**src/rtl/clk_gate_pkg.sv**
```systemverilog
// Shared types and constants for the clock-gate controller.
//   state_t          : controller FSM encoding (RUN/GATED/WAKE; 3 is illegal)
//   STATE_W          : width of the state / debug state port
//   IDLE_CYCLES_DEF  : default idle window before the clock is gated
//   WAKE_CYCLES_DEF  : default settle window after the clock is re-enabled
package clk_gate_pkg;

  localparam int STATE_W         = 2;
  localparam int IDLE_CYCLES_DEF = 8;
  localparam int WAKE_CYCLES_DEF = 2;

  typedef enum logic [STATE_W-1:0] {
    RUN   = 2'd0,
    GATED = 2'd1,
    WAKE  = 2'd2
  } state_t;

endpackage

```
**src/rtl/clk_gate_cnt.sv**
```systemverilog
// Up-counter shared by the idle and wake phases of the gate controller.
//   clk, rst  : free-running clock, async active-high reset
//   clr       : synchronous clear (wins over inc)
//   inc       : count enable
//   term_val  : terminal value for the current phase
//   term      : count equals term_val
module clk_gate_cnt #(
  parameter int CNT_W = 8
) (
  input  logic             clk,
  input  logic             rst,
  input  logic             clr,
  input  logic             inc,
  input  logic [CNT_W-1:0] term_val,
  output logic             term
);

  logic [CNT_W-1:0] cnt;

  always_ff @(posedge clk or posedge rst) begin
    if (rst)      cnt <= '0;
    else if (clr) cnt <= '0;
    else if (inc) cnt <= cnt + 1'b1;
  end

  assign term = (cnt == term_val);

endmodule

```
**src/rtl/clk_gate_ctrl.sv**
```systemverilog
// Activity-driven enable generator for the clk_gating cell. Runs on the
// free-running clock; gates after IDLE_CYCLES quiet cycles and re-enables on
// act / wake_req / en=0 with a WAKE_CYCLES settle window and level ack.
//   clk, rst      : free-running clock, async active-high reset
//   en            : gating permitted (0 forces the clock on)
//   act           : activity strobe
//   wake_req      : level wake request, held until wake_ack
//   wake_ack      : clock running and settled for the requester
//   gate_en       : registered enable to clk_gating (1 = clock runs)
//   state         : FSM state for debug
//   gated_cycles  : saturating gated-cycle count (CLK_GATE_STATS_EN only)
// Optional feature macro: CLK_GATE_STATS_EN
module clk_gate_ctrl
  import clk_gate_pkg::*;
#(
  parameter int IDLE_CYCLES = IDLE_CYCLES_DEF,
  parameter int WAKE_CYCLES = WAKE_CYCLES_DEF,
  parameter int CNT_W       = 8
`ifdef CLK_GATE_STATS_EN
  ,
  parameter int STAT_W      = 16
`endif
) (
  input  logic               clk,
  input  logic               rst,
  input  logic               en,
  input  logic               act,
  input  logic               wake_req,
  output logic               wake_ack,
  output logic               gate_en,
  output logic [STATE_W-1:0] state
`ifdef CLK_GATE_STATS_EN
  ,
  output logic [STAT_W-1:0]  gated_cycles
`endif
);

  localparam logic [CNT_W-1:0] IDLE_TERM = CNT_W'(IDLE_CYCLES - 1);
  localparam logic [CNT_W-1:0] WAKE_TERM = CNT_W'(WAKE_CYCLES - 1);

  // Plain vector so an out-of-range encoding is representable and recoverable.
  logic [STATE_W-1:0] state_q;
  state_t             next_state;
  logic               evt;
  logic               cnt_clr, cnt_inc, cnt_term;
  logic [CNT_W-1:0]   term_val;

  // Anything that needs (or forces) the clock running.
  assign evt = act | wake_req | ~en;

  clk_gate_cnt #(.CNT_W(CNT_W)) u_cnt (
    .clk      (clk),
    .rst      (rst),
    .clr      (cnt_clr),
    .inc      (cnt_inc),
    .term_val (term_val),
    .term     (cnt_term)
  );

  always_comb begin
    next_state = RUN;
    cnt_clr    = 1'b1;
    cnt_inc    = 1'b0;
    term_val   = IDLE_TERM;
    case (state_q)
      RUN: begin
        // An event in the threshold cycle keeps us in RUN (en=0 wins).
        if (!evt && cnt_term) begin
          next_state = GATED;
        end else if (!evt) begin
          cnt_clr = 1'b0;
          cnt_inc = 1'b1;
        end
      end
      GATED: begin
        next_state = evt ? WAKE : GATED;
      end
      WAKE: begin
        // Committed: events here do not restart the settle window.
        term_val = WAKE_TERM;
        if (cnt_term) begin
          next_state = RUN;
        end else begin
          next_state = WAKE;
          cnt_clr    = 1'b0;
          cnt_inc    = 1'b1;
        end
      end
      default: ; // illegal encoding falls back to RUN
    endcase
  end

  // Enable and ack come straight from flops so the latch-based gate never
  // sees a combinational glitch.
  always_ff @(posedge clk or posedge rst) begin
    if (rst) begin
      state_q  <= RUN;
      gate_en  <= 1'b1;
      wake_ack <= 1'b0;
    end else begin
      state_q  <= next_state;
      gate_en  <= (next_state != GATED);
      wake_ack <= (next_state == RUN) && wake_req;
    end
  end

  assign state = state_q;

`ifdef CLK_GATE_STATS_EN
  always_ff @(posedge clk or posedge rst) begin
    if (rst)
      gated_cycles <= '0;
    else if (state_q == GATED && gated_cycles != '1)
      gated_cycles <= gated_cycles + 1'b1;
  end
`endif

endmodule

```
**config.mk**
```make
export PLATFORM = sky130hd
export DESIGN_NAME = clk_gate_ctrl
export DESIGN_NICKNAME = d
export VERILOG_FILES = /design/src/rtl/clk_gate_pkg.sv /design/src/rtl/clk_gate_cnt.sv /design/src/rtl/clk_gate_ctrl.sv
export SDC_FILE = /design/constraint.sdc
export NUM_CORES = 1
export LEC_CHECK = 0
export BUFFER_PORTS_ARGS = -buffer_cell sky130_fd_sc_hd__buf_2
export CORE_UTILIZATION = 49
export CTS_CLUSTER_SIZE = 28
export DETAILED_ROUTE_END_ITERATION = 10
export PLACE_DENSITY = 0.76
export SYNTH_ARGS = -nofsm -noshare
export SYNTH_HDL_FRONTEND = slang
export SYNTH_HIERARCHICAL = 1
export SYNTH_SLANG_ARGS = --single-unit
export TNS_END_PERCENT = 1
```
**constraint.sdc**
```tcl
create_clock -name clk -period 6.2 [get_ports clk]
set_input_delay 0.31 -clock clk [delete_from_list [all_inputs] [get_ports clk]]
set_output_delay 0.31 -clock clk [all_outputs]
set_load 0.01 [all_outputs]
```
==> metrics.txt, run 1 <==
Critical Path Start Type register; cell taking the most area after synthesis dfrtp_1; Max Root-Sink Buffers 2; register area share after synthesis 45.0%; Iter 0 DRT Violations 15; Post-synth ARST share 100%; Yosys reg bits 12; max-capacitance violation count 0; Initial Utilization between 50% and 60%; Final ANT Viol Nets 0; Synthesis Warnings 6; Primary FF master, synth dfrtp_1; Die X a little under 40 um; post-synthesis cell type count 27; kind of critical path register to register; Die Y a little under 40 um; gr usage total between 20% and 30%; worst slew pin tran 1.05 ns; Setup Buffers After CTS 0; Slew headroom between 20% and 30%; total number of vias 516; NumNets Final 90; RSZ-0062 raised after global routing no; std cell rows 12; Via density approximately 5.3; CTS Buf Count 3; Resized Gates After CTS 0; Pins Over Slew Limit 0; synth cell count leaders dfrtp_1 (11), xnor2_1 (9), nor2_1 (7); most numerous cell in the Yosys netlist dfrtp_1; fmax ~400 MHz; clk slew on worst S/H paths ~0.080 ns; GPL Wtd Cong approximately 0.73; dpl hpwl about 900 um; Root Driver clkbuf_4; top cell type's share of synthesized area 41.0%; WP data required between 6 and 7 ns; DRC Markers 0; WL final approximately 1.3 mm; global-route wire length before repair ~2 mm; Gate Count Post-Synth just under 70; Die ar. around 1500 um^2; synthesized area around 670 um^2; leakage about 0.00032 uW; Mean Syn Cell Area ~10 um^2; Post-synth EDFFs 0; area delta synth->final 15.1%; synth top area cells dfrtp_1 (41%), xnor2_1 (12%), dfstp_2 (3.9%); Core ar. between 1000 and 1500 um^2; H-tree depth 1; GRT Residual Overflow 0; Routed wire per std cell 13.5 um; WP data arrival about 2.7 ns; vias in the first global route ~460; outcome finished, final reports clean; worst skew pair latency around 0.27 ns; DR pass1 iterations 4; Hold Crit Class primary input to register; Hold-fix buffers, CTS 1; CP Max Fanout 9; Peak VDD IR between 0.0001 and 0.00015 V; clk_skew approximately 0.0011 ns; largest net degree at the start of global routing 10; initial antenna violation count 0; io pins 9; final setup fails 0; Setup TNS Final 0 ns; period utilization approximately two fifths; Core Util, Final approximately two thirds; Power Density 197 nW/um^2; final hold vios 0; CTS tree done; port buffer count 8; Final min period ~2.5 ns; Ant. Diodes 0; Clock Sinks 12; share of cells above drive strength 1 slightly below 20%; kind of end point of the critical path register
==> where the power goes <==
group	total, uW	internal, uW	switching [uW]	leakage (uW)
registers	78.9	78.6	0.251	0.000162
logic	10.4	4.37	6.07	0.000140
clock network	62.4	35.7	26.7	0.0000210
==> cells by family after synthesis <==
kind of cell | share of synthesized area (%)
and+or+nand+nor | 19.4
xor gates and xnor gates | 15.7
DFF | 45.0
AOI/OAI and AO/OA | 11.2
buffers and inverters | 4.29
other | 1.12
adders and majority gates | 1.87
muxes | 1.49
==> through the flow <==
step                std cells  total power (uW)  instance area (um^2)  hold slack (ns)  setup slack, ns
floorplan                  73              87.6                   686           0.0754             4.11
global placement           92              89.8                   726            0.200             3.87
detailed placement         92              90.3                   726            0.213             3.84
CTS                        97               153                   772            0.275             3.73
global route               97               158                   772            0.294             3.46
finish                     97               152                   772            0.285             3.69
==> worst max-delay path: stages (launching register included) <==
cell and delay [ns]:
dfrtp_1 0.48, nand2b_1 0.14, xnor2_1 0.14, nand4_1 0.09, nor2_1 0.04, nor2_1 0.26
o21ai_0 0.45, o2111ai_2 0.42, o21ai_0 0.18, a21oi_1 0.20
==> cell type report <==
cell class	count	area, um^2
inverter	3	11.3
timing repair buffer	9	50.0
tap	14	17.5
clock buffer	4	36.3
sequential	12	302
fill	100	414
multi-input combinational	55	355
==> layer usage <==
metal	up-vias	wire length, um	GRT usage (%)
li1	257	-	-
met1	241	584	27.0
met2	14	661	32.5
met3	4	37	6.94
met4	0	25	15.5
met5	-	0	0
==> cell usage in the layout (no fill, tap or decap), drive strengths merged, types with 2 or more instances in the layout <==
cell and n:
nand2 2, conb 6, a21oi 3, xnor2 9, nand4 4, clkbuf 4
buf 8, dfrtp 11, o21ai 4, nand3 2, inv 3, xor2 3
or3 4, nor2 7
==> sequential cells by signal, summed over array words and instances, names as in the netlist <==
name and flops:
wake_ack 1, u_cnt/cnt 8, gate_en 1, state 2
==> final timing paths <==
check | startpoint | to | slack [ns] | cells past startpoint
max | state[1]$_DFF_PP0_ | u_cnt/cnt[5]$_DFFE_PP0P_ | 3.69 | 9
min | wake_req | wake_ack$_DFF_PP0_ | 0.28 | 3
max reg2reg | state[1]$_DFF_PP0_ | u_cnt/cnt[5]$_DFFE_PP0P_ | 3.69 | 9
min reg2reg | u_cnt/cnt[7]$_DFFE_PP0P_ | u_cnt/cnt[7]$_DFFE_PP0P_ | 0.60 | 2
max in group asynchronous | rst | u_cnt/cnt[1]$_DFFE_PP0P_ | 5.42 | 3
min in group asynchronous | rst | wake_ack$_DFF_PP0_ | 0.46 | 3
No activity file was read; power rests on OpenSTA's default activity.
==> inputs of run 2 (changes only) <==
ABC_AREA = 1   (was default)
PLACE_DENSITY = 0.78   (was 0.76)
clock period = 2 ns   (was 6.2 ns; I/O delays follow)
==> run 2 against run 1 <==
Net effect:
- sequential power grew to 3.1 times the previous value
- utilization is 1.2 points higher
- design area is 19% higher
- power grew to 2.9 times the previous value
- first-iteration DRC count is 40% lower
- final cell count is 41% higher
- wire length is 7.5% higher
- die area is 13% higher
- via count is 25% higher
- global-route usage is 3.7 points lower
- largest cell class unchanged
==> metrics.txt, run 2 <==
outcome finished, final reports clean; number of flip-flops in the largest register 8 (unchanged); fmax 527 MHz (+32%); Hold Crit Class primary input to register; leakage 0.000487 uW (+51%); Crit-path slowest cell dfrtp_1; crit-path cells inv_2 -> nand2_2 -> xor2_1 -> nor2_1 -> nand2_1 -> nor2_2 -> nor2_2 -> inv_1 -> a21oi_2 -> buf_4 -> nor2_4 -> nor2_4 -> nand3_1 -> nand2_1 -> inv_1 -> nor2_1; routing usage on met1 22.2% (-4.8 points); Die Y 41.5 um (+6.4%); WP data arrival 2.07 ns (-0.62 ns); Critical Path Start Type register; NumNets Final 129 (+43%); Yosys reg bits 12 (unchanged); most numerous cell in the Yosys netlist nand2_1; commonest non-fill, non-tap cell in the layout nand2_1; Mean Syn Cell Area 7.49 um^2 (-23%); share of cells above drive strength 1 26.2% (+7.0 points); top cell type's share of synthesized area 36.0% (-5.0 points); clk_skew 0.00513 ns (+0.00403 ns); final hold vios 0 (unchanged); Via density 4.72 (-11%); most frequent cells in the layout nand2_1 (19), inv_1 (18), nor2_1 (14), dfrtp_1 (11); synth cell count leaders nand2_1 (20), inv_1 (19), nor2_1 (15); GPL Wtd Cong 0.791 (+8.0%); GRT Residual Overflow 0 (unchanged); CP bufs+invs 4 (+4); crit-path leading delay family simple AND/OR/NAND/NOR gates; Post-synth EDFFs 0 (unchanged); io pins 9 (unchanged); Post-synth ARST share 100% (unchanged); Die ar. 1720 um^2 (+13%); CP max stage delay 0.41 ns (-0.07 ns); initial antenna violation count 0 (unchanged); max-capacitance violation count 0 (unchanged); port buffer count 8 (unchanged); CP Max Fanout 6 (-3); Die X 41.5 um (+6.4%); CTS Buf Count 3 (unchanged); kind of critical path register to register; Synthesis Warnings 6 (unchanged); Primary FF master, synth dfrtp_1; synth top area cells dfrtp_1 (36%), nand2_1 (9.8%), inv_1 (9.3%); Iter 0 DRT Violations 9 (-6); post-synthesis cell type count 22 (-19%); clk slew on worst S/H paths 0.07 ns (about the same); period utilization 94.9% (+54 points); Root Driver clkbuf_4; Final min period 1.90 ns (-0.611 ns); DRC Markers 0 (unchanged); DR pass1 iterations 4 (unchanged); Pins Over Slew Limit 0 (unchanged); Gate Count Post-Synth 102 (+48%); dpl hpwl 1.10 mm (+22%); DP Cell Count 132 (+43%); vias in the first global route 598 (+29%); std cell rows 13 (+1); Initial Utilization 55.3% (-1.2 points); RSZ-0062 raised after global routing yes; total number of vias 646 (+25%); final setup fails 0 (unchanged); WP data required 2.17 ns (-4.21 ns); Core Util, Final 66.2% (+1.2 points); gr usage total 18.4% (-3.7 points); H-tree depth 1 (unchanged); WL final 1.41 mm (+7.5%); Routed wire per std cell 10.3 um (-24%); Setup Buffers After CTS 0 (unchanged); Power Density 476 nW/um^2 (+140%); largest net degree at the start of global routing 9 (-1); Final ANT Viol Nets 0 (unchanged); synthesized area 764 um^2 (+14%); cell taking the most area after synthesis dfrtp_1; register area share after synthesis 39.4% (-5.5 points); Ant. Diodes 0 (unchanged); area delta synth->final 19.8%; GR Util met3 6.52% (-0.41 points); worst skew pair latency 0.28 ns (about the same); Clock Sinks 12 (unchanged); Post-Layout Cell Count 137 (+41%); fillcell total 118 (+18%); Core ar. 1380 um^2 (+17%); GRT met2 Usage 28.7% (-3.8 points); kind of end point of the critical path register; CTS tree done; GRT Max-Usage Layer met2; Largest Register u_cnt/cnt; global-route wire length before repair 2.42 mm (+18%); Max Root-Sink Buffers 2 (unchanged); Peak VDD IR 0.000370 V (+160%)
[run 2: cell types whose count changed after synthesis, moves of 3 or more]
cell     previous run  this run
nor2_4              0         3
inv_1               3        19
or3_1               4         0
xor2_1              3         8
xnor2_1             9         1
nor2_1              7        15
nor2_2              0         4
nand2_1             2        20
[run 2: layout make-up]
cell class / count / area, um^2 / share of cell area [%]
sequential: 12 / 302 / 32.9
multi-input combinational: 74 / 422 / 46.0
clock buffer: 4 / 26.3 / 2.87
timing repair buffer: 12 / 72.6 / 7.92
tap: 15 / 18.8 / 2.05
inverter: 20 / 75.1 / 8.20
[run 2: repair_timing]
item,CTS,global route
gates resized for setup,0,7
setup endpoints to repair,0,6
hold buffers,1,0
hold endpoints to repair,12,0
[run 2: cell families after synthesis]
family / count (synthesis) / synth area share [%]
AO/OA/AOI/OAI: 4 / 3.11
buffers and inverters: 20 / 9.82
flip-flops: 12 / 39.4
other: 2 / 0.982
AND/OR/NAND/NOR: 54 / 34.7
XOR/XNOR: 9 / 10.3
adder cells (fa/ha/maj): 1 / 1.64
[run 2: worst reg2reg max path, stage by stage (launching register included)]
cell     delay, ns
dfrtp_1       0.41
inv_2         0.08
nand2_2       0.06
xor2_1        0.14
nor2_1        0.11
nand2_1       0.07
nor2_2        0.11
nor2_2        0.06
inv_1         0.06
a21oi_2       0.04
buf_4         0.15
nor2_4        0.22
nor2_4        0.07
nand3_1       0.08
nand2_1       0.05
inv_1         0.05
nor2_1        0.04
[run 2: path summary, 6_finish.rpt]
kind | startpoint | endpoint | slack, ns | cells past startpoint
min in group asynchronous | rst | state[1]$_DFF_PP0_ | 0.25 | 3
max reg2reg | state[0]$_DFF_PP0_ | u_cnt/cnt[6]$_DFFE_PP0P_ | 0.10 | 16
min reg2reg | u_cnt/cnt[1]$_DFFE_PP0P_ | u_cnt/cnt[1]$_DFFE_PP0P_ | 0.60 | 2
min | wake_req | wake_ack$_DFF_PP0_ | 0.06 | 3
max in group asynchronous | rst | u_cnt/cnt[7]$_DFFE_PP0P_ | 1.44 | 3
max | state[0]$_DFF_PP0_ | u_cnt/cnt[6]$_DFFE_PP0P_ | 0.10 | 16
[run 2: through the flow]
step | worst slack [ns] | TNS [ns] | power, uW | hold WS (ns) | cell area (um^2)
2_1_floorplan | 0.0701 | 0 | 272 | -0.135 | 779
3_3_place_gp | 0.151 | 0 | 283 | -0.00879 | 861
3_5_place_dp | 0.0845 | 0 | 284 | -0.00257 | 861
4_1_cts | 0.0758 | 0 | 444 | 0.0561 | 897
5_1_grt | -0.0454 | -0.188 | 462 | 0.0729 | 916
6_report | 0.101 | 0 | 436 | 0.0638 | 916
[run 2: power breakdown]
part | internal (uW) | switching [uW] | total (uW)
logic | 13.3 | 22.0 | 35.3
registers | 244 | 0.694 | 245
clock network | 77.4 | 78.8 | 156
total | 335 | 102 | 436
[run 2: per-layer routing]
layer	part of all wire (%)	wire length (um)
met5	0	0
met4	2.6	36
met3	3.2	45
met2	50	710
met1	44	614
==> inputs of run 3 (changes only) <==
BUFFER_PORTS_ARGS = -buffer_cell sky130_fd_sc_hd__clkbuf_2   (was -buffer_cell sky130_fd_sc_hd__buf_2)
==> run 3 against run 2 <==
Net effect:
- global-route usage is 0.37 points higher
- non-clock buffer count stayed put
- critical path depth stayed put
- clock-buffer cell count stayed put
- setup slack worse by 0.058 ns
- final cell count stayed put
- register-to-register slack worse by 0.06 ns
- power is 0.17% higher
- critical path type unchanged
==> metrics.txt, run 3 (same netlist as run 2, synthesis figures left out) <==
CP max stage delay 0.41 ns (about the same); Internal 334 uW (-0.12%); Die ar. 1720 um^2 (unchanged); Die X 41.5 um (unchanged); final setup fails 0 (unchanged); RSZ-0062 raised after global routing yes; DR pass1 iterations 4 (unchanged); Comb pwr share 7.9% (-0.2 points); clk slew on worst S/H paths 0.08 ns (about the same); worst skew pair latency 0.27 ns (about the same); CP Max Fanout 6 (unchanged); number of flip-flops in the largest register 8 (unchanged); clk_skew 0.00739 ns (+0.00226 ns); sequential power share 56.0% (about the same); Peak VDD IR 0.000362 V (-2.2%); gr usage total 18.8% (+0.37 points); initial antenna violation count 0 (unchanged); crit-path cells inv_2 -> nand2_2 -> xor2_1 -> nor2_1 -> nand2_1 -> nor2_2 -> nor2_2 -> inv_1 -> a21oi_2 -> buf_4 -> nor2_4 -> nor2_2 -> nand2_1 -> nand2_1 -> nand2_1 -> nor2_1; GPL Wtd Cong 0.845 (+6.8%); vias in the first global route 620 (+3.7%); kind of critical path register to register; std cell rows 13 (unchanged); Multi-input gate area 417 um^2 (-1.2%); period utilization 97.8% (+2.9 points); NumNets Final 129 (unchanged); WP data arrival 2.13 ns (+0.06 ns); placed cell area 861 um^2 (unchanged); Clock Sinks 12 (unchanged); Sw Pwr 103 uW (+1.1%); Routed wire per std cell 10.6 um (+2.8%); Pins Over Slew Limit 0 (unchanged); CTS Buf Count 3 (unchanged); largest net degree at the start of global routing 9 (unchanged); Crit-path slowest cell dfrtp_1; GRT Residual Overflow 0 (unchanged); port buffer count 8 (unchanged); Largest Register u_cnt/cnt; CTS tree done; Reg area 302 um^2 (unchanged); Ant. Diodes 0 (unchanged); Core ar. 1380 um^2 (unchanged); Max Root-Sink Buffers 2 (unchanged); WP data required 2.17 ns (about the same); fillcell total 123 (+4.2%); Critical Path Most Common Cell nand2_1; clock power share 36.1% (+0.3 points); io pins 9 (unchanged); leakage 0.000487 uW (about the same); Final ANT Viol Nets 0 (unchanged); CP bufs+invs 3 (-1); outcome finished, final reports clean; crit-path leading delay family simple AND/OR/NAND/NOR gates; dpl hpwl 1.10 mm (+0.26%); commonest non-fill, non-tap cell in the layout nand2_1; DRC Markers 0 (unchanged); Root Driver clkbuf_4; Iter 0 DRT Violations 5 (-4); H-tree depth 1 (unchanged); design area 911 um^2 (-0.55%); Via density 4.52 (-4.2%); fmax 511 MHz (-3.0%); Placement Setup Slack 0.0598 ns (-0.0247 ns); fin worst setup slack 0.0431 ns (-0.0582 ns); most frequent cells in the layout nand2_1 (19), inv_1 (18), nor2_1 (14), dfrtp_1 (11); sw frac 23.5% (+0.22 points); Critical Path Start Type register; Hold Crit Class primary input to register; WL final 1.45 mm (+2.8%); Power Density 480 nW/um^2 (+0.72%); Final min period 1.96 ns (+0.0582 ns); kind of end point of the critical path register; final hold vios 0 (unchanged); share of cells above drive strength 1 26.2% (unchanged); global-route wire length before repair 2.53 mm (+4.6%); area delta synth->final 19.1%; max-capacitance violation count 0 (unchanged); total number of vias 619 (-4.2%); Die Y 41.5 um (unchanged); Initial Utilization 55.3% (unchanged)
-- run 3: changes by cell type in the layout (fill, tap and decap cells not counted), sizes merged --
cell    previous run  this run
buf               11         3
clkbuf             4        12
-- run 3: repair_timing --
| item | in CTS | in global routing |
|---|---|---|
| hold endpoints to repair | 12 | 0 |
| gates resized for setup | 0 | 5 |
| hold buffers | 1 | 0 |
| setup buffers | 0 | 0 |
| setup endpoints to repair | 0 | 6 |
-- run 3: cell type report --
cell class / count / share of cell area, %
multi-input combinational: 74 / 45.7
sequential: 12 / 33.1
inverter: 20 / 8.24
timing repair buffer: 12 / 7.97
clock buffer: 4 / 2.88
tap: 15 / 2.06
-- run 3: path summary, 6_finish.rpt --
check,startpoint,end,slack (ns),depth (start not counted)
min in group asynchronous,rst,state[1]$_DFF_PP0_,0.25,3
min reg2reg,u_cnt/cnt[1]$_DFFE_PP0P_,u_cnt/cnt[1]$_DFFE_PP0P_,0.61,2
max in group asynchronous,rst,u_cnt/cnt[1]$_DFFE_PP0P_,1.43,3
min,wake_req,wake_ack$_DFF_PP0_,0.06,3
max reg2reg,state[0]$_DFF_PP0_,u_cnt/cnt[5]$_DFFE_PP0P_,0.04,16
max,state[0]$_DFF_PP0_,u_cnt/cnt[5]$_DFFE_PP0P_,0.04,16
-- run 3: through the flow --
| stage | setup TNS (ns) | hold slack (ns) | total power, uW | utilization [%] | instances |
|---|---|---|---|---|---|
| after global routing | -0.498 | 0.0520 | 465 | 65.9 | 137 |
| final | 0 | 0.0568 | 437 | 65.9 | 137 |
| after CTS | 0 | 0.0478 | 443 | 64.9 | 137 |
| after detailed placement | 0 | -0.0206 | 283 | 62.3 | 132 |
| after global placement | 0 | -0.0243 | 283 | 62.3 | 132 |
| after floorplan | 0 | -0.135 | 272 | - | 106 |
-- run 3: tightest hold or removal path: cells and delay by family --
kind,cells,cell delay (ns)
AND/OR/NAND/NOR,1,0.04
buffers and inverters,2,0.15
-- run 3: power by group through the flow --
stage	Sequential [uW]	Clock (uW)	Combinational, uW
2_1_floorplan	250	0	22.2
3_3_place_gp	249	0	33.3
3_5_place_dp	249	0	34.1
4_1_cts	245	163	35.7
5_1_grt	245	179	41.0
6_report	245	158	34.7
-- run 3: routing by layer --
metal / vias up / wire length (um) / global-route usage, %
met5: - / 0 / 0
met4: 0 / 6 / 7.74
met3: 2 / 19 / 2.61
met2: 5 / 703 / 30.9
met1: 275 / 716 / 24.7
li1: 337 / - / -
